[config.mk]
export PLATFORM = sky130hd
export DESIGN_NAME = wide_shift_seq_flat
export DESIGN_NICKNAME = d
export VERILOG_FILES = /design/src/rtl/wide_shift_seq_if.sv /design/src/rtl/wide_shift_seq.sv /design/src/flat_wrapper.sv
export SDC_FILE = /design/constraint.sdc
export NUM_CORES = 1
export LEC_CHECK = 0
export CORE_UTILIZATION = 50
export DETAILED_ROUTE_END_ITERATION = 10
export DONT_BUFFER_PORTS = 1
export PLACE_DENSITY = 0.73
export SYNTH_ARGS = -nofsm -noshare
export SYNTH_HDL_FRONTEND = slang
export SYNTH_SLANG_ARGS = --single-unit
[constraint.sdc]
create_clock -name clk -period 7.75 [get_ports clk]
set_clock_uncertainty 0.2 [all_clocks]
set_input_delay 1.55 -clock clk [delete_from_list [all_inputs] [get_ports clk]]
set_output_delay 1.55 -clock clk [all_outputs]
set_load 0.03 [all_outputs]
[src/rtl/wide_shift_seq_if.sv]
// Port bundle for the multi-byte shift sequencer: byte load, start/shift control, byte read-back and status.
// The Arith input exists only when WIDE_SHIFT_ARITH_EN is defined.
interface wide_shift_seq_if #(
    parameter int NBYTES = 4,
    parameter int IDXW   = $clog2(NBYTES)
);
    logic            load;
    logic [IDXW-1:0] load_idx;
    logic [7:0]      load_data;
    logic            start;
    logic            dir;
    logic [2:0]      shamt;
`ifdef WIDE_SHIFT_ARITH_EN
    logic            arith;
`endif
    logic [IDXW-1:0] rd_idx;
    logic [7:0]      rd_data;
    logic            busy;
    logic            done;
    logic [7:0]      carry_out;

    modport master (
        output load, load_idx, load_data, start, dir, shamt,
`ifdef WIDE_SHIFT_ARITH_EN
        output arith,
`endif
        output rd_idx,
        input  rd_data, busy, done, carry_out
    );

    modport slave (
        input  load, load_idx, load_data, start, dir, shamt,
`ifdef WIDE_SHIFT_ARITH_EN
        input  arith,
`endif
        input  rd_idx,
        output rd_data, busy, done, carry_out
    );
endinterface

[src/rtl/wide_shift_seq.sv]
// Multi-byte shift sequencer: shifts an NBYTES-wide buffer by 0-7 bits, one byte per cycle, carrying bits between bytes.
// Define WIDE_SHIFT_ARITH_EN to enable sign-filling arithmetic right shifts via the arith input.
module wide_shift_seq #(
    parameter int NBYTES = 4,
    parameter int IDXW   = $clog2(NBYTES)
) (
    input  logic              clk,
    input  logic              rst,
    wide_shift_seq_if.slave   bus
);

    typedef enum logic [1:0] {
        IDLE  = 2'd0,
        SHIFT = 2'd1,
        DONE  = 2'd2
    } state_t;

    state_t          state_reg;
    state_t          state_next;

    logic [7:0]      buffer_reg [NBYTES];
    logic [IDXW-1:0] ctr_reg;
    logic [7:0]      carry_reg;
    logic [7:0]      carry_out_reg;
    logic            dir_reg;
    logic [2:0]      shamt_reg;

    logic            accept_start;
    logic            accept_load;
    logic            in_shift;
    logic            last_byte;
    logic [7:0]      cur_byte;
    logic [15:0]     left_wide;
    logic [15:0]     right_wide;
    logic [7:0]      shift_byte;
    logic [7:0]      carry_next;
    logic [7:0]      start_carry;
    logic [7:0]      byte_wdata;
    logic [NBYTES-1:0] byte_we;

    assign accept_start = (state_reg == IDLE) && bus.start;
    assign accept_load  = (state_reg == IDLE) && bus.load && !bus.start;
    assign in_shift     = (state_reg == SHIFT);

    // Shifting through a 16-bit window yields the shifted byte and the
    // outgoing carry together; Shamt = 0 naturally gives a zero carry.
    always_comb begin
        cur_byte   = buffer_reg[ctr_reg];
        left_wide  = {8'h00, cur_byte} << shamt_reg;
        right_wide = {cur_byte, 8'h00} >> shamt_reg;
        if (dir_reg) begin
            shift_byte = right_wide[15:8] | carry_reg;
            carry_next = right_wide[7:0];
            last_byte  = (ctr_reg == '0);
        end else begin
            shift_byte = left_wide[7:0] | carry_reg;
            carry_next = left_wide[15:8];
            last_byte  = (ctr_reg == IDXW'(NBYTES - 1));
        end
    end

`ifdef WIDE_SHIFT_ARITH_EN
    logic [15:0] fill_wide;
    always_comb begin
        fill_wide   = 16'hFF00 >> bus.shamt;
        start_carry = 8'h00;
        if (bus.dir && bus.arith && buffer_reg[NBYTES-1][7])
            start_carry = fill_wide[7:0];
    end
`else
    assign start_carry = 8'h00;
`endif

    assign byte_wdata = in_shift ? shift_byte : bus.load_data;

    generate
        for (genvar gi = 0; gi < NBYTES; gi++) begin : g_byte_we
            assign byte_we[gi] = (accept_load && (bus.load_idx == IDXW'(gi))) ||
                                 (in_shift && (ctr_reg == IDXW'(gi)));
        end
    endgenerate

    always_ff @(posedge clk or posedge rst) begin
        if (rst) begin
            for (int i = 0; i < NBYTES; i++)
                buffer_reg[i] <= 8'h00;
        end else begin
            for (int i = 0; i < NBYTES; i++)
                if (byte_we[i])
                    buffer_reg[i] <= byte_wdata;
        end
    end

    always_ff @(posedge clk or posedge rst) begin
        if (rst) begin
            ctr_reg       <= '0;
            carry_reg     <= 8'h00;
            carry_out_reg <= 8'h00;
            dir_reg       <= 1'b0;
            shamt_reg     <= 3'd0;
        end else if (accept_start) begin
            dir_reg   <= bus.dir;
            shamt_reg <= bus.shamt;
            carry_reg <= start_carry;
            ctr_reg   <= bus.dir ? IDXW'(NBYTES - 1) : '0;
        end else if (in_shift) begin
            carry_reg <= carry_next;
            if (last_byte)
                carry_out_reg <= carry_next;
            else if (dir_reg)
                ctr_reg <= ctr_reg - 1'b1;
            else
                ctr_reg <= ctr_reg + 1'b1;
        end
    end

    always_ff @(posedge clk or posedge rst) begin
        if (rst)
            state_reg <= IDLE;
        else
            state_reg <= state_next;
    end

    always_comb begin
        state_next = state_reg;
        case (state_reg)
            IDLE:    if (bus.start) state_next = SHIFT;
            SHIFT:   if (last_byte) state_next = DONE;
            DONE:    state_next = IDLE;
            default: state_next = IDLE;
        endcase
    end

    assign bus.busy      = (state_reg == SHIFT);
    assign bus.done      = (state_reg == DONE);
    assign bus.carry_out = carry_out_reg;
    assign bus.rd_data   = (32'(bus.rd_idx) < NBYTES) ? buffer_reg[bus.rd_idx] : 8'h00;

endmodule

[src/flat_wrapper.sv]
// flat-port wrapper written by rule: the top's interface ports become plain ports
module wide_shift_seq_flat 
#(
    parameter int NBYTES = 4,
    parameter int IDXW   = $clog2(NBYTES)
)
  (clk, rst, bus_load, bus_load_idx, bus_load_data, bus_start, bus_dir, bus_shamt, bus_rd_idx, bus_rd_data, bus_busy, bus_done, bus_carry_out);
  wide_shift_seq_if #(.NBYTES(NBYTES), .IDXW(IDXW)) bus_i ();
  input  logic clk;
  input  logic rst;
  input wire logic [$bits(bus_i.load)-1:0] bus_load;
  input wire logic [$bits(bus_i.load_idx)-1:0] bus_load_idx;
  input wire logic [$bits(bus_i.load_data)-1:0] bus_load_data;
  input wire logic [$bits(bus_i.start)-1:0] bus_start;
  input wire logic [$bits(bus_i.dir)-1:0] bus_dir;
  input wire logic [$bits(bus_i.shamt)-1:0] bus_shamt;
  input wire logic [$bits(bus_i.rd_idx)-1:0] bus_rd_idx;
  output wire logic [$bits(bus_i.rd_data)-1:0] bus_rd_data;
  output wire logic [$bits(bus_i.busy)-1:0] bus_busy;
  output wire logic [$bits(bus_i.done)-1:0] bus_done;
  output wire logic [$bits(bus_i.carry_out)-1:0] bus_carry_out;
  assign bus_i.load = bus_load;
  assign bus_i.load_idx = bus_load_idx;
  assign bus_i.load_data = bus_load_data;
  assign bus_i.start = bus_start;
  assign bus_i.dir = bus_dir;
  assign bus_i.shamt = bus_shamt;
  assign bus_i.rd_idx = bus_rd_idx;
  assign bus_rd_data = bus_i.rd_data;
  assign bus_busy = bus_i.busy;
  assign bus_done = bus_i.done;
  assign bus_carry_out = bus_i.carry_out;
  wide_shift_seq #(.NBYTES(NBYTES), .IDXW(IDXW)) u_core (.clk(clk), .rst(rst), .bus(bus_i));
endmodule
After elaboration in Yosys (flattened, before gate mapping). Cells that the tools add are included.

Multiplexer cells: 20. Eq/ne operators: 11. Reductions and logical operators: 23. Add/subtract/negate cells: 2. Shift-type cells: 2. Bitwise gates (word level): 5. Order comparisons: 2. $mul: 0. Divide/modulo/power cells: 0.

Operators with widths (count): 2-to-1 mux 8 bit (9); binary-select mux 8 bit (select 2 bit) (2); bitwise OR 8 bit (2); << shifter 8 x 3 -> 16 bit (1); right shift 16 x 3 -> 16 bit (1); 2-to-1 mux 2 bit (7); logical AND 1 bit (11); equality test 2 bit, second input constant (5); equality test 2 x 1 -> 1 bit, second input constant (3); greater-or-equal comparator 3 bit, second input constant (2); zero test 2 bit (3); NOT 2 -> 3 bit (2); logical OR 1 bit (4); != test 2 bit, second input constant (2); case mux 2 bit (2 select lines) (1); AND reduction 2 bit (2); AND reduction 3 bit (1); adder 2 x 1 -> 2 bit, second input constant (1); != test 2 x 1 -> 1 bit, second input constant (1); nonzero test 2 bit (1); subtractor 2 x 1 -> 2 bit, second input constant (1); zero test 1 bit (1); 2-to-1 mux 1 bit (1); NOT 1 bit (1).

Register bits after elaboration: 56. Output and inout port bits: 18. Word-level logic and storage cells: 75. Input port bits: 20. Memory bits (writable): 0. Latch bits: 0. Bits in read-only memories: 0. Memories kept: 0.

Depth between registers and ports, before layout. Gate-level depths: netlist of run 1.

Word-level depth: 8. Mapped depth: 11. Gate-level depth less buffers: 7.

Worst setup path after synthesis of run 1. OpenSTA, ideal clock, no wires.

Path type: input-to-output. Start: input bus_rd_idx[0]. End: output bus_rd_data[0]. Arrival: 2.641 ns. Cell stages on the path: 2. Required time: 6.000 ns. Path slack: 3.359 ns. Cell sequence: clkbuf_1 -> mux4_2.

Word-level cells in the longest chain between the ends: 4.

RTL lines: start: declaration (line flat_wrapper.sv:17) `input wire logic [$bits(bus_i.rd_idx)-1:0] bus_rd_idx;`; NOT 2 -> 3 bit (implied by the code) (line wide_shift_seq.sv:137) `assign bus.rd_data = (32'(bus.rd_idx) < NBYTES) ? buffer_reg[bus.rd_idx] : 8'h00;`; binary-select mux 8 bit (select 2 bit) (line wide_shift_seq.sv:137); 2-to-1 mux 8 bit (implied by the code) (2 in a row) (line wide_shift_seq.sv:137); end: declaration (line flat_wrapper.sv:18) `output wire logic [$bits(bus_i.rd_data)-1:0] bus_rd_data;`.

Every way passes these cells. The select of a mux whose other input is x is not followed.

Worst setup path in the final report of run 1.
Start: input bus_rd_idx[0]. End: output bus_rd_data[7].

Same word-level chain as after synthesis.

==> results of run 1 <==
## worst paths after layout
kind                                startpoint               endpoint  depth (start not counted)
max                              bus_rd_idx[0]         bus_rd_data[7]                          1
min                        u_core.carry_reg[3]    u_core.carry_reg[3]                          2
max reg2reg                u_core.shamt_reg[1]  u_core.buffer_reg[28]                          5
min reg2reg                u_core.carry_reg[3]    u_core.carry_reg[3]                          2
max in group asynchronous                  rst    u_core.carry_reg[5]                          2
min in group asynchronous                  rst  u_core.buffer_reg[21]                          2
## stage by stage
stage	area, um^2	hold WS (ns)	cells	util
after global placement	4080	0.268	473	0.522
after detailed placement	4080	0.285	473	0.522
after CTS	4180	0.306	481	0.536
after global routing	4180	0.333	481	0.536
final	4180	0.307	481	0.536
after floorplan	4090	0.251	395	-
## tightest hold or removal path, delay by kind of cell, from the launching register on
| family | cells | cell delay (ns) |
|---|---|---|
| AO/OA/AOI/OAI | 1 | 0.06 |
| flip-flops | 1 | 0.36 |
| AND/OR/NAND/NOR | 1 | 0.07 |
## synth_stat cells, types with 5 or more instances
cell      instances
a22o_1            9
a311o_1           5
a32oi_1           5
buf_4             7
clkbuf_1         13
dfrtp_1          56
inv_1             8
mux2_2           22
mux2i_1          19
mux4_2           25
nand2_1          49
nand2b_1          7
nand3_1          16
nor2_1           29
nor2b_1           6
nor3_1            6
o21ai_0          18
o22ai_1           7
o31ai_1           8
## per-layer routing
metal	part of all wire	track usage	vias to the layer above
li1	-	-	1479
met1	0.41	0.364	1671
met2	0.47	0.416	199
met3	0.087	0.0509	37
met4	0.027	0.0990	0
met5	0	0	-
## final cells by class
cell class	instances	area, um^2
well taps	102	128
repair buffers	6	45.0
clock buffers	6	72.6
inverters	12	45.0
multi-input cells	297	2460
fillers	695	3620
flip-flops and latches	56	1400
clock inverters	2	35.0
## logic make-up after synthesis
family                   Yosys count
XOR/XNOR                           2
AO/OA/AOI/OAI                     92
adder cells (fa/ha/maj)            4
multiplexers                      72
AND/OR/NAND/NOR                  127
buffers and inverters             42
flip-flops                        56
==> reports/metrics.csv, run 1 <==
stage,metric,value,unit
logic_synthesis,Mapped Nets,419,
logic_synthesis,Synth area leaders,"dfrtp_1, mux4_2, mux2_2, mux2i_1, nand2_1",
cells_and_area,max reg flops,32,
timing,TNS Setup,0,ns
timing,Final Slew Violations,0,
clock_tree,Skew-Pair Late Insertion Delay,0.32,ns
timing,worst slew pin tran,0.979,ns
detailed_routing,DR WL/cell,22.5,um
placed_design,number of port buffers,0,
timing,"Setup violations, final",0,
detailed_routing,DRC viols,0,
clock_tree,clock sink total,56,
clock_tree,CTS Buffer Depth,2,
grt,vias in the first global route,3147,
timing,RSZ-0062 raised after global routing,no,
logic_synthesis,XOR/XNOR Fraction of Synth Area,0.00428,
grt,antenna violations before repair,0,
setup_path,WS Path Type,in -> out,
logic_synthesis,synthesized cell area,4090,um^2
logic_synthesis,syn avg cell area,10.4,um^2
detailed_routing,first drt pass iteration count,5,
clock_tree,post-CTS resize count,0,
cells_and_area,area grow syn2layout,2.33,%
logic_synthesis,Ys Warns,0,
detailed_routing,drt total wl,10800,um
logic_synthesis,Netlist cell types,65,
logic_synthesis,post-synthesis mux area share,0.267,
setup_path,Max Fanout on Critical Path,8,
placed_design,DP Wirelength,7780,um
setup_path,Critical Path AT,2.16,ns
clock_tree,hold buffers post-CTS,0,
logic_synthesis,number of flops mapped to enable cells by yosys,0,
logic_synthesis,fraction of the yosys area taken by sequential cells,0.343,
detailed_routing,routed vias,3386,
cells_and_area,"commonest non-fill, non-tap cell in the layout",dfrtp_1,
floorplan,chip width,92.4,um
cells_and_area,nets,402,
grt,first-pass GRT wire length,17300,um
floorplan,Top-Level Pins,38,
cells_and_area,n_diodes,0,
floorplan,Placement Rows,32,
setup_path,CP Launch Type,input pin,
logic_synthesis,Post-synth ARST share,1.00,
timing,Max Freq,0.256,GHz
grt,global route total overflow,0,
logic_synthesis,Synth Register Bits,56,
logic_synthesis,Synth Area in Adders,0.0122,
setup_path,crit-path cells,mux4_2,
floorplan,die area,8540,um^2
logic_synthesis,share of the synthesized area in the top cell type,0.343,
floorplan,CORE AREA,7810,um^2
grt,pin count of the biggest net entering global routing,57,
setup_path,"CP delay by family, top",multiplexers,
timing,fin crit period,3.91,ns
setup_path,critical path required time,6.00,ns
setup_path,Crit-path slowest cell,mux4_2,
setup_path,CP Buf/Inv Count,0,
logic_synthesis,largest family of logic cells by synthesized area,multiplexers,
logic_synthesis,ys flop type,dfrtp_1,
detailed_routing,number of DRC markers in iteration 0,413,
clock_tree,post-CTS setup buffer count,0,
placed_design,pre-CTS WS,3.85,ns
logic_synthesis,cell taking the most area after synthesis,dfrtp_1,
floorplan,Die H,92.4,um
worst_hold_path,Hold Crit Class,reg -> reg,
detailed_routing,via/cell ratio,7.04,
floorplan,Initial Utilization,0.524,
cells_and_area,layout cells sized above 1,0.187,
clock_tree,CTS Buf Count,5,
cells_and_area,most frequent cells in the layout,"dfrtp_1, nand2_1, nor2_1",
clock_tree,CTS tree,built,
setup_path,crit end category,output pin,
timing,Slew headroom,0.347,
job,max cap viols,0,
status,status,finished clean,
clock_tree,clk slew on worst S/H paths,0.10,ns
clock_tree,H-tree depth,2,
logic_synthesis,Synth Area in Compound Gates,0.173,
logic_synthesis,Mapped Cells,395,
setup_path,"Largest stage delay, worst path",0.60,ns
timing,final worst path period share,0.504,
placed_design,GP Congestion,0.936,
logic_synthesis,Simple-Gate Fraction of Synth Area,0.144,
detailed_routing,Routed Antenna Nets,0,
timing,final hold vios,0,
clock_tree,CTS root buffer,clkbuf_8,
timing,fin worst setup slack,3.84,ns
grt,GR Util All Layers,0.265,
setup_path,R2R Setup Slk,4.44,ns
Power of run 1 is not shown: default switching activity piles up to over one toggle a cycle in this logic, so the estimate is an artifact.
==> inputs of run 2 (changes only) <==
clock period = 3.6 ns   (was 7.75 ns; I/O delays follow)
==> reports/metrics.csv, run 2 (synthesis gave the netlist of run 1 again) <==
stage,metric,value,unit,change
status,status,finished clean,,unchanged
grt,pin count of the biggest net entering global routing,31,,was 57
worst_hold_path,Hold Crit Class,in -> async,,was reg -> reg
setup_path,Critical Path AT,3.05,ns,was 2.16 ns
cells_and_area,"commonest non-fill, non-tap cell in the layout",dfrtp_1,,unchanged
detailed_routing,DRC viols,0,,unchanged
cells_and_area,layout cells sized above 1,0.201,,was 0.187
setup_path,"Largest stage delay, worst path",0.55,ns,was 0.60 ns
clock_tree,post-CTS resize count,0,,unchanged
clock_tree,CTS Buffer Depth,2,,unchanged
setup_path,WS Path Type,reg -> reg,,was in -> out
grt,met1 usage,0.382,,was 0.364
floorplan,Placement Rows,32,,unchanged
detailed_routing,number of DRC markers in iteration 0,570,,was 413
detailed_routing,drt total wl,10800,um,about the same
grt,vias in the first global route,3318,,was 3147
setup_path,crit end category,register,,was output pin
detailed_routing,DR WL/cell,22.3,um,was 22.5 um
timing,TNS Setup,0,ns,unchanged
clock_tree,post-CTS setup buffer count,0,,unchanged
floorplan,Top-Level Pins,38,,unchanged
clock_tree,clock sink total,56,,unchanged
floorplan,chip width,92.4,um,unchanged
cells_and_area,most frequent cells in the layout,"dfrtp_1, nand2_1, nor2_1",,unchanged
setup_path,CP Buf/Inv Count,1,,was 0
grt,GRT met2 Usage,0.409,,was 0.416
placed_design,placed cell area,4110,um^2,was 4080 um^2
detailed_routing,routed vias,3418,,was 3386
clock_tree,CTS tree,built,,unchanged
timing,worst slew pin tran,0.718,ns,was 0.979 ns
cells_and_area,area grow syn2layout,2.94,%,was 2.33%
grt,met3 usage,0.0443,,was 0.0509
setup_path,critical path required time,3.62,ns,was 6.00 ns
clock_tree,H-tree depth,2,,unchanged
cells_and_area,nets,407,,was 402
placed_design,DP Wirelength,8150,um,was 7780 um
job,max cap viols,0,,unchanged
grt,global route total overflow,0,,unchanged
timing,Max Freq,0.329,GHz,
detailed_routing,first drt pass iteration count,6,,was 5
cells_and_area,n_diodes,0,,unchanged
floorplan,Die H,92.4,um,unchanged
setup_path,crit-path cells,"buf_4, mux2_2, mux4_2, a31o_1, or3_4, a22o_1",,was mux4_2
timing,Final Slew Violations,0,,unchanged
setup_path,Max Fanout on Critical Path,20,,was 8
setup_path,CP Launch Type,register,,was input pin
cells_and_area,max reg flops,32,,unchanged
setup_path,"CP delay by family, top",multiplexers,,unchanged
clock_tree,CTS root buffer,clkbuf_8,,unchanged
timing,final worst path period share,0.844,,
grt,most used routing layer,met2,,unchanged
floorplan,CORE AREA,7810,um^2,unchanged
grt,first-pass GRT wire length,17800,um,was 17300 um
clock_tree,CTS Buf Count,5,,unchanged
detailed_routing,via/cell ratio,7.03,,was 7.04
grt,GR Util All Layers,0.269,,was 0.265
placed_design,GP Congestion,0.928,,was 0.936
timing,final hold vios,0,,unchanged
timing,fin crit period,3.04,ns,
floorplan,Initial Utilization,0.524,,unchanged
timing,Slew headroom,0.521,,was 0.347
floorplan,die area,8540,um^2,unchanged
timing,"Setup violations, final",0,,unchanged
detailed_routing,Routed Antenna Nets,0,,unchanged
clock_tree,hold buffers post-CTS,0,,unchanged
clock_tree,Skew-Pair Late Insertion Delay,0.32,ns,about the same
timing,RSZ-0062 raised after global routing,no,,unchanged
clock_tree,clk slew on worst S/H paths,0.11,ns,was 0.10 ns
grt,antenna violations before repair,0,,unchanged
placed_design,number of port buffers,0,,unchanged
cells_and_area,post-route cell area,4210,um^2,was 4180 um^2
setup_path,Crit-path slowest cell,dfrtp_1,,was mux4_2
run 2: cell count changes in the layout (fill, tap and decap cells not counted):
cell       previous run  this run
clkinv_2              1         0
clkinv_4              0         2
bufinv_16             1         0
buf_4                 6        11
clkbuf_1              1         0
inv_6                 0         1
run 2: path summary, 6_finish.rpt:
| path | startpoint | end | slack, ns | depth (start not counted) |
|---|---|---|---|---|
| min in group clk | u_core.carry_reg[5] | u_core.carry_reg[5] | 0.30 | 2 |
| setup / recovery | u_core.ctr_reg[1] | u_core.buffer_reg[22] | 0.56 | 6 |
| hold reg to reg | u_core.carry_reg[5] | u_core.carry_reg[5] | 0.30 | 2 |
| setup reg to reg | u_core.ctr_reg[1] | u_core.buffer_reg[22] | 0.56 | 6 |
| hold / removal | rst | u_core.buffer_reg[24] | 0.12 | 1 |
| max in group asynchronous | rst | u_core.bus.carry_out[2] | 2.29 | 2 |
run 2: layer usage:
layer  vias to the layer above  routed length [um]  part of all wire
li1                       1480                   -                 -
met1                      1653                4490              0.41
met2                       229                4880              0.45
met3                        56                 997             0.092
met4                         0                 467             0.043
met5                         -                   0                 0
run 2: worst register-to-register path: stages (launching register included):
cell	delay, ns
dfrtp_1	0.55
buf_4	0.36
mux2_2	0.37
mux4_2	0.55
a31o_1	0.26
or3_4	0.42
a22o_1	0.21
run 2: final cells by class:
type,count,area [um^2]
flip-flops and latches,56,1400
fillers,704,3600
inverters,12,45.0
clock buffers,5,68.8
clock inverters,3,26.3
repair buffers,11,82.6
well taps,102,128
multi-input cells,297,2460
run 2: per-stage QoR:
stage / instances / worst slack (ns) / hold slack (ns) / util
after detailed placement: 478 / 0.616 / 0.284 / 0.527
final: 486 / 0.562 / 0.119 / 0.539
after global routing: 486 / 0.400 / 0.159 / 0.539
after floorplan: 395 / 0.869 / 0.251 / -
after global placement: 478 / 0.668 / 0.270 / 0.527
after CTS: 486 / 0.591 / 0.135 / 0.539
Power of run 2 is left out for the same reason.
==> inputs of run 3 (changes only) <==
clock period = 3.08 ns   (was 3.6 ns; I/O delays follow)
==> reports/metrics.csv, run 3 (synthesis gave the netlist of run 1 again) <==
stage,metric,value,unit,change
detailed_routing,routed vias,3435,,was 3418
floorplan,Placement Rows,32,,unchanged
detailed_routing,number of DRC markers in iteration 0,440,,was 570
clock_tree,CTS tree,built,,unchanged
timing,RSZ-0062 raised after global routing,no,,unchanged
timing,fin crit period,2.91,ns,was 3.04 ns
cells_and_area,nets,415,,was 407
grt,met1 usage,0.414,,was 0.382
cells_and_area,most frequent cells in the layout,"dfrtp_1, nand2_1, nor2_1",,unchanged
cells_and_area,max reg flops,32,,unchanged
cells_and_area,area grow syn2layout,5.66,%,was 2.94%
detailed_routing,drt total wl,11400,um,was 10800 um
floorplan,die area,8540,um^2,unchanged
setup_path,FF-to-FF End,u_core.buffer_reg[6],,was u_core.buffer_reg[22]
detailed_routing,DR WL/cell,23.2,um,was 22.3 um
cells_and_area,FILL cells,688,,was 704
job,max cap viols,0,,unchanged
setup_path,R2R Setup Slk,0.17,ns,was 0.56 ns
setup_path,CP Launch Type,register,,unchanged
clock_tree,CTS Buf Count,5,,unchanged
detailed_routing,via/cell ratio,6.95,,was 7.03
grt,GR Util All Layers,0.288,,was 0.269
clock_tree,post-CTS resize count,0,,unchanged
clock_tree,CTS root buffer,clkbuf_8,,unchanged
grt,antenna violations before repair,0,,unchanged
timing,worst slew pin tran,0.721,ns,was 0.718 ns
grt,met3 usage,0.0427,,was 0.0443
clock_tree,post-CTS setup buffer count,0,,unchanged
detailed_routing,first drt pass iteration count,5,,was 6
setup_path,Max Fanout on Critical Path,18,,was 20
detailed_routing,DRC viols,0,,unchanged
timing,final worst path period share,0.946,,was 0.844
setup_path,crit end category,register,,unchanged
floorplan,CORE AREA,7810,um^2,unchanged
floorplan,Initial Utilization,0.524,,unchanged
setup_path,FF-to-FF Start,u_core.ctr_reg[1],,unchanged
detailed_routing,Routed Antenna Nets,0,,unchanged
placed_design,DP Wirelength,8650,um,was 8150 um
placed_design,GP Congestion,0.942,,was 0.928
clock_tree,clk slew on worst S/H paths,0.10,ns,was 0.11 ns
status,status,finished clean,,unchanged
clock_tree,hold buffers post-CTS,0,,unchanged
timing,Slew headroom,0.518,,was 0.521
timing,"Setup violations, final",0,,unchanged
grt,most used routing layer,met2,,unchanged
grt,pin count of the biggest net entering global routing,57,,was 31
grt,global route total overflow,0,,unchanged
cells_and_area,layout cells sized above 1,0.222,,was 0.201
timing,TNS Setup,0,ns,unchanged
setup_path,WS Path Type,reg -> reg,,unchanged
timing,final hold vios,0,,unchanged
cells_and_area,n_diodes,0,,unchanged
floorplan,chip width,92.4,um,unchanged
timing,Max Freq,0.343,GHz,was 0.329 GHz
clock_tree,clock sink total,56,,unchanged
clock_tree,Skew-Pair Late Insertion Delay,0.32,ns,about the same
clock_tree,CTS Buffer Depth,2,,unchanged
placed_design,number of port buffers,0,,unchanged
worst_hold_path,Hold Crit Class,in -> async,,unchanged
setup_path,FF-to-FF path depth,6,,unchanged
floorplan,Die H,92.4,um,unchanged
setup_path,Critical Path AT,2.93,ns,was 3.05 ns
grt,vias in the first global route,3238,,was 3318
clock_tree,H-tree depth,2,,unchanged
grt,first-pass GRT wire length,18500,um,was 17800 um
grt,GRT met2 Usage,0.443,,was 0.409
floorplan,Top-Level Pins,38,,unchanged
cells_and_area,"commonest non-fill, non-tap cell in the layout",dfrtp_1,,unchanged
setup_path,critical path required time,3.10,ns,was 3.62 ns
timing,Final Slew Violations,0,,unchanged
## run 3: changes by cell type in the layout (fill, tap and decap cells not counted)
| cell | previous run | this run |
|---|---|---|
| buf_12 | 0 | 1 |
| clkbuf_8 | 5 | 7 |
| bufinv_16 | 0 | 1 |
| mux2i_1 | 19 | 17 |
| mux2i_2 | 0 | 2 |
| inv_6 | 1 | 0 |
| clkinv_4 | 2 | 0 |
| buf_4 | 11 | 18 |
## run 3: cell type report
| cell class | count | area [um^2] | area share |
|---|---|---|---|
| Clock inverter | 1 | 30.0 | 0.00695 |
| Inverter | 12 | 45.0 | 0.0104 |
| Sequential cell | 56 | 1400 | 0.324 |
| Multi-Input combinational cell | 297 | 2460 | 0.571 |
| Tap cell | 102 | 128 | 0.0295 |
| Clock buffer | 7 | 96.3 | 0.0223 |
| Timing Repair Buffer | 19 | 155 | 0.0359 |
## run 3: how the worst max path moves through the flow
stage	startpoint	end	slack [ns]
after floorplan	u_core.ctr_reg[1]	u_core.buffer_reg[22]	0.49
after global placement	u_core.ctr_reg[1]	u_core.buffer_reg[3]	0.26
after detailed placement	u_core.ctr_reg[1]	u_core.buffer_reg[14]	0.19
after CTS	u_core.ctr_reg[1]	u_core.buffer_reg[14]	0.18
after global routing	u_core.ctr_reg[0]	u_core.buffer_reg[18]	0.02
final	u_core.ctr_reg[1]	u_core.buffer_reg[6]	0.17
## run 3: layer usage
| metal | part of all wire | wire length [um] |
|---|---|---|
| met5 | 0 | 0 |
| met4 | 0.030 | 342 |
| met3 | 0.085 | 976 |
| met2 | 0.46 | 5320 |
| met1 | 0.42 | 4810 |
## run 3: per-stage QoR
| stage | area, um^2 | hold slack (ns) | worst slack [ns] | instances | utilization |
|---|---|---|---|---|---|
| after floorplan | 4090 | 0.251 | 0.489 | 395 | - |
| after global placement | 4190 | 0.269 | 0.258 | 486 | 0.536 |
| after detailed placement | 4190 | 0.276 | 0.186 | 486 | 0.536 |
| after CTS | 4310 | 0.0306 | 0.181 | 494 | 0.552 |
| after global routing | 4320 | 0.0465 | 0.0208 | 494 | 0.553 |
| final | 4320 | 0.00472 | 0.168 | 494 | 0.553 |
## run 3: critical path, cell delays in order (launching register included)
cell and delay (ns):
dfrtp_1 0.52, buf_4 0.35, mux2_2 0.37, mux4_2 0.52, a31o_1 0.25, or3_4 0.40
a22o_1 0.20
Power of run 3 is left out for the same reason.
